$ cat src/rtl/count_arbiter.sv
`default_nettype none
// +----------------------------------------------------------------------------+
// | Module   : count_arbiter                                                   |
// | Purpose  : Arbitrates NREQ requesters onto one shared dual 64-bit event    |
// |            counter (En/Slt/Reset). Slt=0 requests issue a single En beat,  |
// |            Slt=1 requests issue BURST_LEN atomic beats so the counter's    |
// |            divide-by-BURST_LEN prescaler advances exactly once per request.|
// |            A counter clear (Clr) is sequenced between grants.              |
// | Options  : define ARB_FIXED_PRIO_EN for fixed priority (lowest index wins),|
// |            otherwise round-robin starting after the last winner.          |
// | Revision : 1.0  initial release                                            |
// +----------------------------------------------------------------------------+
module count_arbiter #(
  parameter int NREQ      = 4,
  parameter int BURST_LEN = 4
) (
  input  logic            Clk,
  input  logic            Reset,
  input  logic [NREQ-1:0] Req,
  input  logic [NREQ-1:0] ReqSlt,
  input  logic            Clr,
  output logic [NREQ-1:0] Gnt,
  output logic [NREQ-1:0] Ack,
  output logic            ClrAck,
  output logic            CntEn,
  output logic            CntSlt,
  output logic            CntRst,
  output logic            Busy
);

  localparam int c_PTR_W  = (NREQ > 1) ? $clog2(NREQ) : 1;
  localparam int c_BEAT_W = (BURST_LEN > 1) ? $clog2(BURST_LEN) : 1;
  localparam logic [c_BEAT_W-1:0] c_LAST_BEAT = c_BEAT_W'(BURST_LEN - 1);

  typedef enum logic [1:0] {
    S_IDLE   = 2'd0,
    S_SINGLE = 2'd1,
    S_BURST  = 2'd2,
    S_CLEAR  = 2'd3
  } state_t;

  state_t              r_state, w_state;
  logic [c_PTR_W-1:0]  r_ptr, w_ptr;
  logic [c_BEAT_W-1:0] r_beat, w_beat;
  logic [NREQ-1:0]     r_gnt, w_gnt;
  logic [NREQ-1:0]     r_ack, w_ack;
  logic                r_clrack, w_clrack;
  logic                r_cnten, w_cnten;
  logic                r_cntslt, w_cntslt;
  logic                r_cntrst, w_cntrst;
  logic                r_busy, w_busy;

  // Winner search: first requester at or after the pointer, wrapping.
  // The fixed-priority build pins the pointer at 0, so the same search
  // degenerates to lowest-index-wins.
  logic               w_found;
  logic [c_PTR_W-1:0] w_win;
  logic [c_PTR_W-1:0] w_idx;

  // Scan requesters in priority order starting from the pointer
  always_comb begin
    w_found = 1'b0;
    w_win   = '0;
    w_idx   = '0;
    for (int i = 0; i < NREQ; i++) begin
      w_idx = c_PTR_W'((int'(r_ptr) + i) % NREQ);
      if (!w_found && Req[w_idx]) begin
        w_found = 1'b1;
        w_win   = w_idx;
      end
    end
  end

  // Next-state and next-output logic; every output is registered from here
  always_comb begin
    w_state  = r_state;
    w_ptr    = r_ptr;
    w_beat   = r_beat;
    w_gnt    = '0;
    w_ack    = '0;
    w_clrack = 1'b0;
    w_cnten  = 1'b0;
    w_cntslt = 1'b0;
    w_cntrst = 1'b0;
    case (r_state)
      S_IDLE: begin
        if (Clr) begin
          // Clear wins over any pending request; pointer is left alone
          w_state  = S_CLEAR;
          w_cntrst = 1'b1;
          w_clrack = 1'b1;
        end else if (w_found) begin
          w_gnt   = NREQ'(1) << w_win;
          w_cnten = 1'b1;
`ifdef ARB_FIXED_PRIO_EN
          w_ptr   = '0;
`else
          w_ptr   = c_PTR_W'((int'(w_win) + 1) % NREQ);
`endif
          if (ReqSlt[w_win]) begin
            w_state  = S_BURST;
            w_beat   = '0;
            w_cntslt = 1'b1;
            w_ack    = (BURST_LEN == 1) ? (NREQ'(1) << w_win) : '0;
          end else begin
            w_state = S_SINGLE;
            w_ack   = NREQ'(1) << w_win;
          end
        end
      end
      S_SINGLE: begin
        w_state = S_IDLE;
      end
      S_BURST: begin
        if (r_beat == c_LAST_BEAT) begin
          w_state = S_IDLE;
          w_beat  = '0;
        end else begin
          // Burst stays atomic: grant and counter drive held every beat
          w_beat   = r_beat + c_BEAT_W'(1);
          w_gnt    = r_gnt;
          w_cnten  = 1'b1;
          w_cntslt = 1'b1;
          if ((r_beat + c_BEAT_W'(1)) == c_LAST_BEAT) begin
            w_ack = r_gnt;
          end
        end
      end
      S_CLEAR: begin
        w_state = S_IDLE;
      end
      default: begin
        w_state = S_IDLE;
      end
    endcase
    w_busy = (w_state != S_IDLE);
  end

  // State and registered outputs, cleared asynchronously by Reset
  always_ff @(posedge Clk or posedge Reset) begin
    if (Reset) begin
      r_state  <= S_IDLE;
      r_ptr    <= '0;
      r_beat   <= '0;
      r_gnt    <= '0;
      r_ack    <= '0;
      r_clrack <= 1'b0;
      r_cnten  <= 1'b0;
      r_cntslt <= 1'b0;
      r_cntrst <= 1'b0;
      r_busy   <= 1'b0;
    end else begin
      r_state  <= w_state;
      r_ptr    <= w_ptr;
      r_beat   <= w_beat;
      r_gnt    <= w_gnt;
      r_ack    <= w_ack;
      r_clrack <= w_clrack;
      r_cnten  <= w_cnten;
      r_cntslt <= w_cntslt;
      r_cntrst <= w_cntrst;
      r_busy   <= w_busy;
    end
  end

  assign Gnt    = r_gnt;
  assign Ack    = r_ack;
  assign ClrAck = r_clrack;
  assign CntEn  = r_cnten;
  assign CntSlt = r_cntslt;
  assign CntRst = r_cntrst;
  assign Busy   = r_busy;

endmodule
`default_nettype wire

$ cat config.mk
export PLATFORM = sky130hd
export DESIGN_NAME = count_arbiter
export DESIGN_NICKNAME = d
export VERILOG_FILES = /design/src/rtl/count_arbiter.sv
export SDC_FILE = /design/constraint.sdc
export NUM_CORES = 1
export LEC_CHECK = 0
export CELL_PAD_IN_SITES_DETAIL_PLACEMENT = 0
export CELL_PAD_IN_SITES_GLOBAL_PLACEMENT = 2
export CORE_MARGIN = 10
export CORE_UTILIZATION = 30
export CTS_CLUSTER_DIAMETER = 150
export DETAILED_ROUTE_END_ITERATION = 10
export HOLD_SLACK_MARGIN = 0.06
export PLACE_DENSITY = 0.81
export SYNTH_ARGS = -nofsm -noshare
export SYNTH_HDL_FRONTEND = slang
export SYNTH_SLANG_ARGS = --single-unit
$ cat constraint.sdc
create_clock -name Clk -period 4.2 [get_ports Clk]
set_input_delay 0.84 -clock Clk [delete_from_list [all_inputs] [get_ports Clk]]
set_output_delay 0.84 -clock Clk [all_outputs]
set_load 0.005 [all_outputs]
==> results of run 1 <==
## cell type report
class / count / area (um^2) / area share
flip-flops and latches: 18 / 450 / 0.354
repair buffers: 23 / 230 / 0.181
clock buffers: 4 / 36.3 / 0.0285
multi-input cells: 71 / 479 / 0.376
well taps: 44 / 55.1 / 0.0432
inverters: 6 / 22.5 / 0.0177
## logic make-up after synthesis
group           synth area share
compound gates             0.197
simple gates               0.179
mux                       0.0456
fa+ha+maj                 0.0782
buf+inv                   0.0313
flops                      0.469
## Yosys cell counts (2+ instances only)
library cell	number	share of area
o21bai_1	2	0.016
o32ai_1	2	0.018
a21oi_1	3	0.016
nand2_1	19	0.074
o21ai_0	5	0.026
o21ai_1	2	0.010
nor2_1	5	0.020
inv_1	5	0.020
a211oi_1	2	0.016
dfrtp_1	18	0.47
or3_1	2	0.013
nand3_1	2	0.010
nand2b_1	4	0.026
ha_1	6	0.078
## layer usage
layer  GRT usage  vias up  share of wire
met5           0        -              0
met4      0.0502        0          0.024
met3      0.0330        4          0.090
met2       0.120       29           0.45
met1      0.0775      383           0.43
li1            -      392              -
## how the worst max path moves through the flow
stage / slack [ns] / cells past startpoint / to / startpoint
6_report: 1.70 / 7 / CntSlt / Req[2]
5_1_grt: 1.60 / 5 / r_ptr[1] / Req[1]
4_1_cts: 1.69 / 5 / r_ptr[1] / Req[3]
3_5_place_dp: 1.37 / 5 / r_ptr[1] / Req[3]
3_3_place_gp: 1.36 / 7 / CntSlt / Req[2]
2_1_floorplan: 2.05 / 6 / CntSlt / Req[2]
## layout by cell type, fill, tap and decap left out, types with 2 or more instances in the layout
cell / n
clkdlybuf4s50_1: 23
nand2_1: 19
dfrtp_1: 18
ha_1: 6
nor2_1: 5
inv_1: 5
o21ai_0: 5
nand2b_1: 4
a21oi_1: 3
clkbuf_4: 3
or3_1: 2
o21bai_1: 2
nand3_1: 2
a211oi_1: 2
o32ai_1: 2
o21ai_1: 2
## state kept, by name, indices dropped and copies added, names as in the netlist
register / count
CntRst: 1
r_state: 2
r_ptr: 2
Gnt: 4
r_beat: 2
Ack: 4
CntSlt: 1
CntEn: 1
Busy: 1
## power by group
group	switching (mW)	leakage [nW]	total (mW)	internal [mW]
Combinational	0.154	0.316	0.319	0.165
Clock	0.0539	0.0210	0.107	0.0528
Sequential	0.0486	0.230	0.281	0.232
Total	0.256	0.567	0.707	0.450
## worst max-delay path, stage by stage
cell	delay (ns)
clkdlybuf4s50_1	0.54
nand2b_1	0.07
a21o_2	0.21
o221a_4	0.14
inv_2	0.10
mux4_2	0.59
a21o_1	0.20
==> qor.csv, run 1 <==
metric,value,unit
status,finished clean,
fin_skew,0.00595,ns
final_area,0.00127,mm^2
synth-seq-cells,18,
ios,24,
min_path_cells,1,
syn-num-nets,113,
grt_first_pass_wirelength,3580,um
crit_type,in2reg,
antenna_left,0,
cp-start-kind,input pin,
ir_worst_vdd,0.153,mV
r2r_end,CntSlt,
antenna_found_initial,0,
drtIter0Drc,39,
wirelength,2180,um
rsz0062_at_grt,false,
holdPathEnd,r_beat[0],
r2r_start,r_ptr[1],
ys.flop_type,dfrtp_1,
clockRootBuffer,clkbuf_4,
syn2layout_area_growth,32.7,%
viasPerCell,4.87,
drive_above_1_share,0.0902,
die_y,76.6,um
vias,808,
cts_buffers,3,
final_cells,166,
hold_viol_final,0,
num_antenna_cells,0,
grt_max_degree,19,
worst_pin_slew,0.671,ns
path_clk_slew,0.11,ns
grt-ovfl-total,0,
post_cts_resized,0,
period_needed,2.50,ns
cts_sinks,18,
core_area,0.00305,mm^2
slew_headroom,0.552,
cts_setup_buffers,0,
synth_area,960,um^2
rows,20,
post-route-drc-count,0,
setup_viol,0,
clockBufferDepth,2,
portBuffers,23,
cap_violations,0,
dp_cells,162,
drv_slew,0,
p_leak,0.567,nW
hp-class,reg2reg,
fmax,399,MHz
routedWlPerCell,13.2,um
arrival,2.70,ns
h-tree-depth,1,
clock_latency,0.29,ns
cp-end-kind,flop,
powerDensity,555,mW/mm^2
start_util,0.314,
final_util,0.417,
cts_tree,built,
placed_area,0.00124,mm^2
synth_warnings,0,
min_from,r_beat[0],
synthCells,96,
cts_hold_buf,0,
fillers,310,
synth_edf_count,0,
drt-pass1-iter-count,4,
gr-usage-all-layers,0.0748,
grt_pass1_vias,789,
dpl_worst_slack,1.37,ns
die_w,76.6,um
final.period_utilization,0.596,
ff2ff_path_depth,6,
cp_max_fo,6,
place_hpwl,1750,um
fin_ws,1.70,ns
reg2reg_slack,2.23,ns
die_area,0.00586,mm^2
fin_nets,140,
whs,0.518,ns
ys_seq_area_frac,0.469,
power.total,707,uW
finalSetupTns,0,ns
async_reset_ff_frac,1.00,
worstPathRequired,4.40,ns
gp_congestion,0.793,
avgSynthCellArea,10.0,um^2
yosys.cell_types.count,33,
(Power assumes the default switching activity.)
==> run 2, diff against run 1 <==
--- a/config.mk
+++ b/config.mk
@@ -8,11 +8,11 @@
 export CELL_PAD_IN_SITES_DETAIL_PLACEMENT = 0
 export CELL_PAD_IN_SITES_GLOBAL_PLACEMENT = 2
 export CORE_MARGIN = 10
-export CORE_UTILIZATION = 30
+export CORE_UTILIZATION = 26
 export CTS_CLUSTER_DIAMETER = 150
 export DETAILED_ROUTE_END_ITERATION = 10
 export HOLD_SLACK_MARGIN = 0.06
-export PLACE_DENSITY = 0.81
+export PLACE_DENSITY = 0.75
 export SYNTH_ARGS = -nofsm -noshare
 export SYNTH_HDL_FRONTEND = slang
 export SYNTH_SLANG_ARGS = --single-unit
==> constraint.sdc (replaced) <==
create_clock -name Clk -period 2.2 [get_ports Clk]
set_input_delay 0.44 -clock Clk [delete_from_list [all_inputs] [get_ports Clk]]
set_output_delay 0.44 -clock Clk [all_outputs]
set_load 0.005 [all_outputs]
==> qor.csv, run 2 (synthesis results as in run 1) <==
metric,value,unit,change
cap_violations,0,,unchanged
clockBufferDepth,2,,unchanged
antenna_found_initial,0,,unchanged
final_util,0.379,,-0.0387
setup_viol,0,,unchanged
hp-class,reg2reg,,
fmax,478,MHz,
start_util,0.266,,-0.0482
die_y,80.8,um,+5.5%
cts_buffers,3,,unchanged
routedWlPerCell,13.0,um,-1.4%
clockRootBuffer,clkbuf_8,,
drive_above_1_share,0.160,,+0.0701
drv_slew,0,,unchanged
num_antenna_cells,0,,unchanged
hold_viol_final,0,,unchanged
antenna_left,0,,unchanged
portBuffers,23,,unchanged
h-tree-depth,1,,unchanged
grt_max_degree,19,,unchanged
core_area,0.00361,mm^2,+18%
final.period_utilization,0.950,,
cp-end-kind,flop,,
slew_headroom,0.530,,-0.0227
gp_congestion,0.740,,-6.7%
post-route-drc-count,0,,unchanged
cts_sinks,18,,unchanged
p_leak,0.618,nW,+9.0%
fin_nets,150,,+7.1%
die_area,0.00652,mm^2,+11%
clock_latency,0.25,ns,-0.04 ns
top_usage_layer,met2,,
rows,22,,+10%
crit_type,in2reg,,
use_met2,0.118,,-0.00206
die_w,80.8,um,+5.5%
worst_pin_slew,0.705,ns,+0.0339 ns
viasPerCell,4.45,,-8.5%
place_hpwl,1900,um,+8.5%
use_met3,0.0143,,-0.0187
worstPathRequired,2.35,ns,-2.05 ns
ios,24,,unchanged
cp_max_fo,6,,unchanged
fin_skew,0.00337,ns,-0.00257 ns
ir_worst_vdd,0.281,mV,+83%
dp_cells,176,,+8.6%
gr-usage-all-layers,0.0786,,+0.00375
status,finished clean,,
final_cells,179,,+7.8%
drt-pass1-iter-count,4,,unchanged
powerDensity,1070,mW/mm^2,+92%
wirelength,2320,um,+6.3%
layout_commonest_cell,clkdlybuf4s50_1,,
rsz0062_at_grt,false,,
grt_pass1_vias,816,,+3.4%
cts_tree,built,,
final_cell_mix,"clkdlybuf4s50_1 (23), nand2_1 (19), dfrtp_1 (18)",,
arrival,2.24,ns,-0.46 ns
vias,797,,-1.4%
cp-start-kind,input pin,,
grt-ovfl-total,0,,unchanged
path_clk_slew,0.07,ns,-0.04 ns
gr-usage-met1,0.103,,+0.0253
syn2layout_area_growth,42.2,%,
grt_first_pass_wirelength,4000,um,+12%
period_needed,2.09,ns,
drtIter0Drc,42,,+7.7%
-- run 2: changes by cell type in the layout (fill, tap and decap cells not counted) --
cell	previous run	this run
a2111oi_0	1	0
clkbuf_4	3	0
buf_4	0	10
a2111oi_2	0	1
clkbuf_8	1	3
-- run 2: report_power, final --
group	internal (mW)	leakage [nW]	switching, mW
clock network	0.122	0.0216	0.106
logic	0.387	0.366	0.303
registers	0.444	0.230	0.0935
total	0.953	0.618	0.503
-- run 2: stage by stage --
step | hold WS [ns] | instance area, um^2 | total power, mW | setup TNS (ns) | setup WS, ns
3_5_place_dp | 0.494 | 1320 | 1.25 | -1.03 | -0.176
5_1_grt | 0.549 | 1370 | 1.60 | 0 | 0.0124
4_1_cts | 0.511 | 1360 | 1.48 | 0 | 0.0975
3_3_place_gp | 0.490 | 1320 | 1.23 | -0.939 | -0.131
6_report | 0.503 | 1370 | 1.46 | 0 | 0.110
2_1_floorplan | 0.379 | 960 | 0.904 | 0 | 0.378
-- run 2: metal layers --
metal,vias to the layer above,wire (um)
li1,405,-
met1,369,1100
met2,19,1060
met3,4,105
met4,0,60
met5,-,0
-- run 2: cell type report --
type	instances	area (um^2)
clock buffers	3	41.3
fillers	368	2240
inverters	6	22.5
multi-input cells	71	485
flip-flops and latches	18	450
well taps	48	60.1
repair buffers	33	305
-- run 2: final timing paths --
path                            slack [ns]     start  cells after the start     end
worst max-delay path                  0.11    Req[2]                      7  CntSlt
worst min-delay path                  0.50    Gnt[1]                      2  Gnt[1]
worst max register to register        0.31  r_ptr[1]                      6  CntSlt
worst min register to register        0.50    Gnt[1]                      2  Gnt[1]
max in group asynchronous             1.14     Reset                      2  Ack[2]
min in group asynchronous             0.61     Reset                      2   CntEn
-- run 2: repair_timing --
item,4_1_cts,5_1_grt
hold buffers,0,0
buffers inserted,0,0
endpoints found under the setup margin,0,2
gates resized for setup,0,2
endpoints found under the hold margin,0,0
-- run 2: worst max-delay path, stage by stage --
cell             delay (ns)
clkdlybuf4s50_1        0.55
nand2b_1               0.07
a21o_2                 0.21
o221a_4                0.11
inv_2                  0.07
mux4_2                 0.57
a21o_1                 0.21
==> run 3, diff against run 2 <==
--- a/config.mk
+++ b/config.mk
@@ -11,8 +11,10 @@
 export CORE_UTILIZATION = 26
 export CTS_CLUSTER_DIAMETER = 150
 export DETAILED_ROUTE_END_ITERATION = 10
+export GPL_ROUTABILITY_DRIVEN = 0
 export HOLD_SLACK_MARGIN = 0.06
 export PLACE_DENSITY = 0.75
 export SYNTH_ARGS = -nofsm -noshare
 export SYNTH_HDL_FRONTEND = slang
 export SYNTH_SLANG_ARGS = --single-unit
+export TNS_END_PERCENT = 10
==> results of run 3 <==
The final DEF is identical to that of run 2; final timing and power are the same.
